File: src/rtl/jserial_add_pkg.sv
// Shared definitions for the bit-serial adder: FSM state encoding and counter sizing.
package jserial_add_pkg;

  localparam int unsigned STATE_W = 2;

  typedef enum logic [STATE_W-1:0] {
    ST_IDLE = 2'd0,
    ST_RUN  = 2'd1,
    ST_DONE = 2'd2
  } state_t;

  function automatic int unsigned cnt_width(input int unsigned n);
    return $clog2(n + 1);
  endfunction

endpackage

File: src/rtl/jserial_add_jadd.sv
// Gate-level one-bit full adder cell used by the serial adder datapath.
module jadd (
  input  logic a,
  input  logic b,
  input  logic ci,
  output logic s,
  output logic co
);

  logic p, g, t;

  xor u_xp (p, a, b);
  xor u_xs (s, p, ci);
  and u_ag (g, a, b);
  and u_at (t, p, ci);
  or  u_oc (co, g, t);

endmodule

File: src/rtl/jserial_add.sv
// Bit-serial adder: wa+wb+wci one bit per cycle through a single jadd cell, LSB first.
// Optional unsigned compare outputs (weqo/walo) are built when JSERIAL_CMP_EN is defined.
module jserial_add
  import jserial_add_pkg::*;
#(
  parameter int unsigned N = 8
) (
  input  logic         clk,
  input  logic         reset,
  input  logic         start,
  input  logic [N-1:0] wa,
  input  logic [N-1:0] wb,
  input  logic         wci,
  output logic         busy,
  output logic         done,
  output logic [N-1:0] wc,
  output logic         wco
`ifdef JSERIAL_CMP_EN
  ,
  output logic         weqo,
  output logic         walo
`endif
);

  localparam int unsigned CW = cnt_width(N);

  state_t        state;
  logic [N-1:0]  sa, sb, sr;
  logic [CW-1:0] cnt;
  logic          cf, s, co, accept, last;
  logic [N-1:0]  sr_next;

`ifdef JSERIAL_CMP_EN
  logic eq, gt, diff;
  assign diff = sa[0] ^ sb[0];
`endif

  jadd u_jadd (
    .a  (sa[0]),
    .b  (sb[0]),
    .ci (cf),
    .s  (s),
    .co (co)
  );

  assign accept  = start && (state == ST_IDLE || state == ST_DONE);
  assign last    = (cnt == CW'(N - 1));
  // Sum bit enters at the MSB; after N shifts bit 0 of the sum sits at the LSB.
  assign sr_next = N'({s, sr} >> 1);

  always_ff @(posedge clk) begin
    if (reset) begin
      state <= ST_IDLE;
      busy  <= 1'b0;
      done  <= 1'b0;
      wc    <= '0;
      wco   <= 1'b0;
      sa    <= '0;
      sb    <= '0;
      sr    <= '0;
      cf    <= 1'b0;
      cnt   <= '0;
`ifdef JSERIAL_CMP_EN
      eq    <= 1'b0;
      gt    <= 1'b0;
      weqo  <= 1'b0;
      walo  <= 1'b0;
`endif
    end else begin
      done <= 1'b0;
      if (accept) begin
        state <= ST_RUN;
        busy  <= 1'b1;
        sa    <= wa;
        sb    <= wb;
        cf    <= wci;
        cnt   <= '0;
        sr    <= '0;
        wc    <= '0;
        wco   <= 1'b0;
`ifdef JSERIAL_CMP_EN
        eq    <= 1'b1;
        gt    <= 1'b0;
        weqo  <= 1'b0;
        walo  <= 1'b0;
`endif
      end else begin
        case (state)
          ST_RUN: begin
            sa  <= sa >> 1;
            sb  <= sb >> 1;
            sr  <= sr_next;
            cf  <= co;
            cnt <= cnt + CW'(1);
`ifdef JSERIAL_CMP_EN
            eq  <= eq & ~diff;
            if (diff) gt <= sa[0];
`endif
            if (last) begin
              state <= ST_DONE;
              busy  <= 1'b0;
              done  <= 1'b1;
              wc    <= sr_next;
              wco   <= co;
`ifdef JSERIAL_CMP_EN
              // Publish this cycle's updated compare values alongside the sum.
              weqo  <= eq & ~diff;
              walo  <= diff ? sa[0] : gt;
`endif
            end
          end
          ST_DONE: state <= ST_IDLE;
          default: ;
        endcase
      end
    end
  end

endmodule

File: config.mk
export PLATFORM = sky130hd
export DESIGN_NAME = jserial_add
export DESIGN_NICKNAME = d
export VERILOG_FILES = /design/src/rtl/jserial_add_pkg.sv /design/src/rtl/jserial_add_jadd.sv /design/src/rtl/jserial_add.sv
export SDC_FILE = /design/constraint.sdc
export NUM_CORES = 1
export LEC_CHECK = 0
export CAP_MARGIN = 20
export CORE_AREA = 2 2 77 79
export DETAILED_ROUTE_END_ITERATION = 6
export DIE_AREA = 0 0 79 81
export GPL_ROUTABILITY_DRIVEN = 0
export PLACE_DENSITY = 0.56
export SYNTH_ARGS = -nofsm -noshare
export SYNTH_HDL_FRONTEND = slang
export SYNTH_SLANG_ARGS = --single-unit
File: constraint.sdc
create_clock -name clk -period 2.2 [get_ports clk]
set_input_delay 0.33 -clock clk [delete_from_list [all_inputs] [get_ports clk]]
set_output_delay 0.33 -clock clk [all_outputs]
set_load 0.005 [all_outputs]
# ---- Yosys cells after proc, flatten, opt, wreduce, memory -nomap -nowiden
# Cells that the tools add are included.
dict set report op_classes {
  order_cmp 0
  n_addsub 1
  mul 0
  reduce_logical 13
  div 0
  eq_ne 5
  shift 0
  n_mux 13
  n_bitwise 6
}
# operator count
set ops {}
lappend ops {{2-to-1 mux 8 bit} 4}
lappend ops {{AND reduction 2 bit} 4}
lappend ops {{2-to-1 mux 1 bit} 7}
lappend ops {{nonzero test 2 bit} 3}
lappend ops {{adder 4 x 1 -> 4 bit (second input constant)} 1}
lappend ops {{equality test 4 x 3 -> 1 bit (second input constant)} 1}
lappend ops {{one-hot mux 2 bit (2 select lines)} 1}
lappend ops {{inequality test 3 bit (second input constant)} 1}
lappend ops {{nonzero test 3 bit} 1}
lappend ops {{OR reduction 3 bit} 1}
lappend ops {{bitwise AND 1 bit} 2}
lappend ops {{equality test 2 x 1 -> 1 bit (second input constant)} 1}
lappend ops {{equality test 2 bit (second input constant)} 1}
lappend ops {{zero test 2 bit} 1}
lappend ops {{2-to-1 mux 2 bit} 1}
lappend ops {{inequality test 2 bit (second input constant)} 1}
lappend ops {{OR reduction 2 bit} 1}
lappend ops {{bitwise XOR 1 bit} 2}
lappend ops {{logical AND 1 bit} 1}
lappend ops {{logical OR 1 bit} 1}
lappend ops {{inverter 1 bit} 1}
lappend ops {{bitwise OR 1 bit} 1}
dict set report word_totals {
  ramBits 0
  ff_bits 42
  elab_cells 49
  out_inout_bits 11
  latchBits 0
  input_bits 20
  memories 0
  romBits 0
}

# ---- Logic depth before layout (Yosys ltp)
dict set report depth {
  ltp_word 5
  depth_mapped 5
  depth_no_buf 4
}

# ---- By module
# A second synthesis with hierarchy kept.
dict set report unflattened {
  hier_cells 188
  hier_area_um2 1605.3
}
# module n_inst cells_each area_each_um2 seq_area_each_um2
set by_module_without_submodules {}
lappend by_module_without_submodules {jserial_add 1 187 1585.3 820.8}
lappend by_module_without_submodules {jadd 1 1 20.0 0.0}

# ---- Least setup slack after synthesis
# OpenSTA, ideal clock, no wires.
dict set report synth_timing {
  path_kind {register to register}
  from {reg cnt[0]}
  to {reg state[1]}
  setup_slack_ps 1045
  setup_ps 116
  t_arrival_ps 1038
  stages_incl_launch_ff 5
  t_required_ps 2084
  synth_period_minus_slack_ps 1155
  path_buffers 1
  path_cell_list {dfxtp_1 > ha_1 > and3b_1 > buf_2 > o211a_1}
}
dict set report synth_between {
  elab_chain_len 3
}
# element line_no
set synth_lines {}
lappend synth_lines {{from (decl)} jserial_add.sv:29} ;# logic [CW-1:0] cnt;
lappend synth_lines {{from (signal assigned)} jserial_add.sv:94} ;# cnt <= cnt + CW'(1);
lappend synth_lines {{equality test 4 x 3 -> 1 bit} jserial_add.sv:47} ;# assign last = (cnt == CW'(N - 1));
lappend synth_lines {{inequality test 2 bit (no line)} n/a}
lappend synth_lines {{AND reduction 2 bit (no line)} n/a}
lappend synth_lines {{to (signal assigned)} jserial_add.sv:53} ;# state <= ST_IDLE;
lappend synth_lines {{to (signal assigned)} jserial_add.sv:72} ;# state <= ST_RUN;
lappend synth_lines {{to (signal assigned)} jserial_add.sv:100} ;# state <= ST_DONE;
lappend synth_lines {{to (decl)} jserial_add.sv:27} ;# state_t state;
# No other way between the ends.
# A chain may end at the register's enable or synchronous reset.

# ---- Final worst setup path
dict set report layout_timing {
  from {reg busy}
  to {out busy}
}
# element line_no
set layout_rtl {}
lappend layout_rtl {{from (decl)} jserial_add.sv:14} ;# output logic busy,
lappend layout_rtl {{from (signal assigned)} jserial_add.sv:54} ;# busy <= 1'b0;
lappend layout_rtl {{from (signal assigned)} jserial_add.sv:73} ;# busy <= 1'b1;
lappend layout_rtl {{from (signal assigned)} jserial_add.sv:101} ;# busy <= 1'b0;
# No word-level cell between the ends.

==> metrics.csv <==
metric,value,unit
Critical Path RT,1870,ps
status,finished clean,
via/cell ratio,4.907,
"Avg Cell Area, Syn",8.545,sq um
Unique masters post-synth,27,
Core Rows,28,
hold path depth,2,
Final Non-Filler Cells,290,
crit-path max FO,2,
DR iter-0 viols,63,
final worst-path cycle share,67.11,%
CP arrival,1150,ps
CP Capture Type,output pin,
antenna cells,0,
post_cts resized,0,
LEAKAGE,0.7105,nW
worst hold path class,flip-flop to flip-flop,
"most common cell after layout, fill and taps aside",dfxtp_1,
port bufs,30,
"Clk pin slew, worst setup/hold paths",90,ps
Horiz. Die Dim,79,um
syn nets,210,
maximum buffer depth of the clock tree,2,
Initial Util,28.31,%
crit path kind,flip-flop to output pin,
post-CTS setup buffer count,0,
CTS Buf Count,5,
total congestion overflow,0,
worst setup margin,723.7,ps
cell area after synthesis,1607,sq um
count of final max-slew check failures,0,
Fin Hold WS,465.3,ps
worst-path cell chain,clkdlybuf4s50_1,
post-route ant nets,0,
VDD IR max,0.3021,mV
pre-CTS setup slack,480.3,ps
DRC Markers,0,
predominant post-synthesis flop cell,dfxtp_1,
post-synthesis async set-or-reset flop share,0,%
register area share after synthesis,51.09,%
H-tree levels,2,
vias in the first global route,1274,
DR WL/cell,12.42,um
share of layout cells above drive strength 1,6.977,%
drt first pass iters,4,
CTS Sinks,41,
reg2reg path depth,4,
Post-Synthesis Cells,188,
Critical-path top delay cell,clkdlybuf4s50_1,
most frequent cells in the layout,"41 x dfxtp_1, 30 x clkdlybuf4s50_1, 26 x nand2_1",
total negative slack,0,ps
WP buf/inv,1,
maxcap violations,0,
"area leader, netlist",dfxtp_1,
# IOs,31,
Critical Path Max Stage Delay,510,ps
Pwr Total,1.569,mW
crit-path leading delay family,buffers and inverters,
DRT Wirelength,3601,um
P&R area growth vs syn,28.82,%
Die Height,81,um
WP depth,1,
GRT Total Usage,12.04,%
yosys warns,0,
Post-synth EDFFs,0,
final core occ,36.46,%
minimum clock period,1476,ps
Final #Nets,236,
largest net degree at the start of global routing,34,
Worst slew margin,67.70,%
RSZ-0062 raised after global routing,no,
count of final setup violators,0,
type of origin of the critical path,flip-flop,
Cells after DPL,282,
fmax,677.4,MHz
ranking of synthesized cells by area,"dfxtp_1 51%, a21oi_1 7.2%, nand2_1 6.1%",
Via Count,1423,
Die ar.,6399,sq um
CTS root buffer,clkbuf_8,
clock latency on the worst-skew pair,290,ps
Post-CTS Hold Buffers,0,
PD cells,758.0,nW/um^2
initial antenna violation count,0,
Synth top area share,51.09,%
Yosys reg bits,41,
Post-DP HPWL,2385,um
post-route cell area,2069,sq um
first-pass GRT wire length,6016,um
"Hold Vio Cnt, Final",0,
TritonCTS clock tree,yes,
Clock Skew,12.30,ps
Least-Margin Pin Slew,484.6,ps
DP Area,1957,sq um
core area,5675,sq um
-- worst reg2reg max path: cells and delay by family (launching register included) --
family,cells,cell delay [ps]
simple gates,2,550
flops,1,420
buf+inv,1,270
compound gates,1,90
-- cell families after synthesis --
group	Yosys count	synth area share [%]
AOI/OAI and AO/OA	55	19.00
xor gates and xnor gates	2	1.091
adders and majority gates	2	2.025
buffers and inverters	18	5.919
DFF	41	51.09
muxes	1	0.6231
and+or+nand+nor	69	20.25
-- power by group --
part	switching [mW]	leakage (nW)	internal (mW)
clock	0.272	0.0585	0.340
sequential	0.0189	0.335	0.773
combinational	0.0865	0.317	0.0781
-- final timing paths --
| kind | start | end | slack (ps) |
|---|---|---|---|
| hold / removal | sr[1] | sr[1] | 470 |
| hold reg to reg | sr[1] | sr[1] | 470 |
| setup reg to reg | state[0] | sa[1] | 800 |
| setup / recovery | busy | busy | 720 |
-- state kept, by name, summed over array words and instances (netlist names) --
register  flops
busy          1
cf            1
cnt           4
done          1
sa            8
sb            8
sr            7
state         2
wc            8
wco           1
-- layer usage --
layer  vias up  GRT usage [%]  share of wire, %
li1        718              -                 -
met1       664          15.09                47
met2        34          19.15                46
met3         7          3.778               4.8
met4         0          5.172               2.0
met5         -              0                 0
-- synth_stat cells (2+ instances only) --
master    instances
dfxtp_1          41
buf_4             4
a31oi_1           4
buf_2            10
a21oi_1          23
nand2b_1          2
nand3b_1          2
nor3_1           18
o21ai_0          15
o22ai_1           8
nand2_1          26
nand3_1          14
clkbuf_1          3
nor2_1            3
a22oi_1           3
-- layout make-up --
class,count,area (sq um)
inverter,1,3.754
fill,630,3606
multi-input combinational,129,693.2
timing repair buffer,36,345.3
sequential,41,820.8
tap,75,93.84
clock buffer,5,68.82
clock inverter,3,43.79
No activity file was read; power rests on OpenSTA's default activity.
